===== src/rtl/edge_pkg.sv =====
// Shared edge-mode encoding for the multi-channel edge event counter.
package edge_pkg;

    typedef enum logic [1:0] {
        EDGE_OFF  = 2'b00,
        EDGE_RISE = 2'b01,
        EDGE_FALL = 2'b10,
        EDGE_BOTH = 2'b11
    } edge_mode_t;

    localparam int EDGE_MODE_W = 2;

endpackage


===== src/rtl/edge_chan_counter.sv =====
// One channel: edge detector, event counter with saturate/wrap policy and sticky overflow flag.
module edge_chan_counter
    import edge_pkg::*;
#(
    parameter int WIDTH    = 8,
    parameter int SATURATE = 1
) (
    input  logic             CLK,
    input  logic             RESET,
    input  logic             SIG,
    input  edge_mode_t       MODE,
    input  logic             CLR,
    output logic [WIDTH-1:0] COUNT,
    output logic             OVF
);

    logic             prev_q;
    logic [WIDTH-1:0] count_q, count_d;
    logic             ovf_q, ovf_d;
    logic             rise, fall, evt;

    always_comb begin
        rise = SIG & ~prev_q;
        fall = ~SIG & prev_q;
        case (MODE)
            EDGE_RISE: evt = rise;
            EDGE_FALL: evt = fall;
            EDGE_BOTH: evt = rise | fall;
            default:   evt = 1'b0;
        endcase

        count_d = count_q;
        ovf_d   = ovf_q;
        // A clear never swallows an event landing on the same edge.
        if (CLR) begin
            count_d = evt ? WIDTH'(1) : '0;
            ovf_d   = 1'b0;
        end else if (evt) begin
            if (count_q == '1) begin
                ovf_d   = 1'b1;
                count_d = (SATURATE != 0) ? count_q : '0;
            end else begin
                count_d = count_q + WIDTH'(1);
            end
        end
    end

    // Reset loads the live SIG level so a line already high is not seen as a rising edge.
    always_ff @(posedge CLK) begin
        if (RESET) begin
            prev_q  <= SIG;
            count_q <= '0;
            ovf_q   <= 1'b0;
        end else begin
            prev_q  <= SIG;
            count_q <= count_d;
            ovf_q   <= ovf_d;
        end
    end

    assign COUNT = count_q;
    assign OVF   = ovf_q;

endmodule


===== src/rtl/edge_event_counter.sv =====
// Multi-channel edge event counter peripheral with registered read port and clear-on-read.
module edge_event_counter
    import edge_pkg::*;
#(
    parameter int NCH      = 4,
    parameter int WIDTH    = 8,
    parameter int SATURATE = 1,
    localparam int SELW    = (NCH > 1) ? $clog2(NCH) : 1
) (
    input  logic               CLK,
    input  logic               RESET,
    input  logic [NCH-1:0]     SIG,
    input  logic [2*NCH-1:0]   EDGE_SEL,
    input  logic               RD_EN,
    input  logic [SELW-1:0]    RD_SEL,
    input  logic               RD_CLEAR,
    output logic               RD_VALID,
    output logic [WIDTH-1:0]   RD_DATA,
    output logic               RD_OVF,
    output logic               ANY_OVF
);

    logic [WIDTH-1:0] count [NCH];
    logic [NCH-1:0]   ovf;
    logic [NCH-1:0]   clr;

    for (genvar i = 0; i < NCH; i++) begin : g_chan
        edge_chan_counter #(
            .WIDTH    (WIDTH),
            .SATURATE (SATURATE)
        ) u_chan (
            .CLK   (CLK),
            .RESET (RESET),
            .SIG   (SIG[i]),
            .MODE  (edge_mode_t'(EDGE_SEL[EDGE_MODE_W*i +: EDGE_MODE_W])),
            .CLR   (clr[i]),
            .COUNT (count[i]),
            .OVF   (ovf[i])
        );
    end

    logic             rd_valid_q, rd_valid_d;
    logic [WIDTH-1:0] rd_data_q, rd_data_d;
    logic             rd_ovf_q, rd_ovf_d;
    logic [WIDTH-1:0] sel_count;
    logic             sel_ovf;

    // An out-of-range RD_SEL matches no channel: reads back zero and clears nothing.
    always_comb begin
        clr       = '0;
        sel_count = '0;
        sel_ovf   = 1'b0;
        for (int i = 0; i < NCH; i++) begin
            if (int'(RD_SEL) == i) begin
                clr[i]    = RD_EN & RD_CLEAR;
                sel_count = count[i];
                sel_ovf   = ovf[i];
            end
        end

        rd_valid_d = RD_EN;
        rd_data_d  = RD_EN ? sel_count : rd_data_q;
        rd_ovf_d   = RD_EN ? sel_ovf : rd_ovf_q;
    end

    always_ff @(posedge CLK) begin
        if (RESET) begin
            rd_valid_q <= 1'b0;
            rd_data_q  <= '0;
            rd_ovf_q   <= 1'b0;
        end else begin
            rd_valid_q <= rd_valid_d;
            rd_data_q  <= rd_data_d;
            rd_ovf_q   <= rd_ovf_d;
        end
    end

    assign RD_VALID = rd_valid_q;
    assign RD_DATA  = rd_data_q;
    assign RD_OVF   = rd_ovf_q;
    // Flags are flops, so their OR shows the state after the current edge's update.
    assign ANY_OVF  = |ovf;

endmodule

===== config.mk =====
export PLATFORM = sky130hd
export DESIGN_NAME = edge_event_counter
export DESIGN_NICKNAME = d
export VERILOG_FILES = /design/src/rtl/edge_pkg.sv /design/src/rtl/edge_chan_counter.sv /design/src/rtl/edge_event_counter.sv
export SDC_FILE = /design/constraint.sdc
export NUM_CORES = 1
export LEC_CHECK = 0
export ABC_AREA = 1
export CAP_MARGIN = 10
export CELL_PAD_IN_SITES_DETAIL_PLACEMENT = 2
export CELL_PAD_IN_SITES_GLOBAL_PLACEMENT = 2
export CORE_UTILIZATION = 35
export DETAILED_ROUTE_END_ITERATION = 8
export PLACE_DENSITY_LB_ADDON = 0.1
export SYNTH_ARGS = -nofsm -noshare
export SYNTH_HDL_FRONTEND = slang
export SYNTH_HIERARCHICAL = 1
export SYNTH_SLANG_ARGS = --single-unit

===== constraint.sdc =====
create_clock -name CLK -period 2.5 [get_ports CLK]
set_input_delay 0.5 -clock CLK [delete_from_list [all_inputs] [get_ports CLK]]
set_output_delay 0.5 -clock CLK [all_outputs]
set_load 0.005 [all_outputs]

==> results.yml <==
outcome:
  outcome: "finished, final reports clean"
global_route:
  groute.usage.overall: 0.223
  number_of_antenna_violations_at_the_first_check_in_global_routing: 0
  first_pass_grt_wire_length_um: 17100
  globalRouteOverflowTotal: 0
  maximum_number_of_pins_on_one_net_before_global_route_repair: 17
  vias_in_the_first_global_route: 3477
detailed_routing:
  routed_wire_length_per_instance_um: 16.6
  drt_pre_antenna_iters: 4
  detail_route.vias_per_cell: 5.27
  drc: 0
  initialDrtViolationCount: 76
  via_count: 3148
  drt.antenna.violating_nets: 0
  drt_wl_total_um: 9880
synth:
  synth.area.top_cells: "sky130_fd_sc_hd__dfxtp_1 32%, sky130_fd_sc_hd__nand3_1 12%, sky130_fd_sc_hd__inv_1 7.4%"
  postSynthRegisterBits: 50
  synthCells: 453
  syn_area_per_cell_um2: 6.97
  synth.net_count: 483
  ys.warnings.count: 6
  synth.largest_area_cell: "sky130_fd_sc_hd__dfxtp_1"
  synth_cell_type_count: 27
  ys_async_sr_fraction: 0
  cell_area_synth_mm2: 0.00316
  synth_top_cell_area_share: 0.317
  synth.yosys.seq_area_share: 0.317
  synth_enable_flop_cells: 0
  synth_top_flop_cell: "sky130_fd_sc_hd__dfxtp_1"
sta:
  setup-tns-final_ns: 0
  drv_slew: 0
  setup_viol: 0
  timing.fmax_ghz: 0.455
  timing_hold_violations_final: 0
  finalClockSkew_ns: 0.0114
  maxSlewHeadroom: 0.642
  worst-slew-pin-transition_ns: 0.535
  rsz0062_at_grt: "false"
  part_of_the_cycle_the_worst_path_needs: 0.880
  period_needed_ns: 2.20
placement:
  portBuffers: 28
  routability_cong: 0.799
  placed_cells_incl_taps: 589
  detailed_place_hpwl_um: 8020
floorplan:
  die_w_um: 97.0
  die_h_um: 97.0
  dieArea_mm2: 0.00941
  fp.coreArea_mm2: 0.00872
  number_of_placement_rows: 34
  start_util: 0.362
  design.portCount: 29
worst_setup_path:
  crit_path_end_kind: "flop"
  critPathKind: "input port to flop"
  master_of_the_slowest_instance_on_the_critical_path: "sky130_fd_sc_hd__clkdlybuf4s50_1"
  critPathMaxFanout: 7
  critical_path.n_buffers_inverters: 3
  worst_path_arrival_ns: 2.44
  cpPeakStageDelay_ns: 0.63
  timing.critical_path.required_ns: 2.74
  critPathTopFamily: "buffers and inverters"
  crit_path_cell_trace: "clkdlybuf4s50_1 -> clkinv_2 -> nor3_1 -> inv_1 -> nand3_1 -> o211ai_1 -> a21oi_2"
  kind_of_start_point_of_the_critical_path: "input port"
power:
  irDropWorstVdd_mv: 0.199
  sequentialPowerShare: 0.519
  cellPowerDensity_mw_per_mm2: 453
  power.share.switching: 0.298
  part_of_the_total_power_dissipated_in_combinational_logic: 0.166
  power_w: 0.00165
  p_clk_frac: 0.315
  p_leak_nw: 1.45
  cell_internal_pwr_w: 0.00116
  p_switching_w: 0.000491
hold_path:
  worstHoldPathType: "flop to flop"
finish:
  layout_common_cells: "74 x sky130_fd_sc_hd__nand3_1, 62 x sky130_fd_sc_hd__inv_1, 58 x sky130_fd_sc_hd__nand2_1"
  layout.core_utilization: 0.418
  antenna-diode-count: 0
  area_growth_pct: 15.4
  number_of_standard_cells_in_the_layout_taps_in_and_fillers_out: 597
  fillers: 1066
  drive_above_1_share: 0.137
  final_nets: 518
  final_common_cell: "sky130_fd_sc_hd__nand3_1"
cts:
  cts_root_buf: "sky130_fd_sc_hd__clkbuf_8"
  cts_num_sinks: 50
  clock_latency_ns: 0.31
  cts_repair_resize_count: 0
  cts_tree: "built"
  post_cts_buffers: 0
  numCtsBuffers: 5
  clock_tree.buffer_depth: 2
  cts_max_level: 2
  cts.hold.buffers_added: 0
  cts.clk_slew.worst_paths_ns: 0.10
flow_run:
  drv_cap: 0
-- registers in the layout, summed over array words and instances, names as in the netlist --
register / flops
g_chan.u_chan/COUNT: 32
RD_DATA: 8
g_chan.u_chan/OVF: 4
g_chan.u_chan/prev_q: 4
RD_OVF: 1
RD_VALID: 1
-- power by group through the flow --
stage / clock network (W) / registers [W] / logic, W
finish: 0.000520 / 0.000856 / 0.000274
CTS: 0.000538 / 0.000857 / 0.000278
global placement: 0 / 0.000874 / 0.000263
detailed placement: 0 / 0.000875 / 0.000276
floorplan: 0 / 0.000865 / 0.000172
global route: 0.000571 / 0.000861 / 0.000309
-- worst min-delay path: cells and delay by family, from the launching register on --
kind / cells / cell delay [ns]
flip-flops: 1 / 0.32
AND/OR/NAND/NOR: 1 / 0.09
AO/OA/AOI/OAI: 1 / 0.05
-- layout make-up --
class | count | area [µm²] | share of cell area
timing repair buffer | 34 | 325 | 0.0892
sequential | 50 | 1000 | 0.275
tap | 108 | 135 | 0.0371
clock inverter | 2 | 12.5 | 0.00343
clock buffer | 6 | 82.6 | 0.0226
inverter | 68 | 256 | 0.0703
multi-input combinational | 329 | 1830 | 0.503
-- kinds of logic (layout without fill, tap and decap cells) --
kind of cell | Yosys count | in the layout | synth area share
and+or+nand+nor | 248 | 248 | 0.408
buffers and inverters | 74 | 110 | 0.103
AOI/OAI and AO/OA | 69 | 69 | 0.125
DFF | 50 | 50 | 0.317
adders and majority gates | 12 | 12 | 0.0475
-- metrics by stage --
stage	hold slack, ns	worst slack, ns	area (µm²)
finish	0.498	0.301	3650
global route	0.513	0.201	3650
CTS	0.498	0.310	3650
detailed placement	0.483	0.0358	3550
global placement	0.467	0.187	3550
floorplan	0.447	0.879	3160
-- path summary, 6_finish.rpt --
path | startpoint | end | slack [ns] | cells after the start
max | RD_SEL[1] | g_chan[2].u_chan/COUNT[0] | 0.30 | 7
min | RD_DATA[3] | RD_DATA[3] | 0.50 | 2
max reg2reg | g_chan[1].u_chan/COUNT[0] | g_chan[1].u_chan/COUNT[0] | 0.97 | 6
min reg2reg | RD_DATA[3] | RD_DATA[3] | 0.50 | 2
-- cells in the mapped netlist, types with 7 or more instances --
| master | count |
|---|---|
| sky130_fd_sc_hd__ha_1 | 12 |
| sky130_fd_sc_hd__nand2_1 | 58 |
| sky130_fd_sc_hd__a21oi_2 | 9 |
| sky130_fd_sc_hd__inv_1 | 62 |
| sky130_fd_sc_hd__nor2_4 | 8 |
| sky130_fd_sc_hd__nand3_1 | 74 |
| sky130_fd_sc_hd__nor3_1 | 7 |
| sky130_fd_sc_hd__nand3_2 | 8 |
| sky130_fd_sc_hd__a21oi_1 | 32 |
| sky130_fd_sc_hd__o21ai_0 | 17 |
| sky130_fd_sc_hd__nor2_1 | 56 |
| sky130_fd_sc_hd__nand2_2 | 13 |
| sky130_fd_sc_hd__dfxtp_1 | 50 |
| sky130_fd_sc_hd__nand4_1 | 8 |
-- metal layers --
layer | vias up | wire length (µm) | track usage
met4 | 0 | 118 | 0.0540
met5 | - | 0 | 0
met2 | 36 | 4880 | 0.395
met3 | 11 | 191 | 0.0296
li1 | 1569 | - | -
met1 | 1532 | 4690 | 0.284
(Power assumes the default switching activity.)
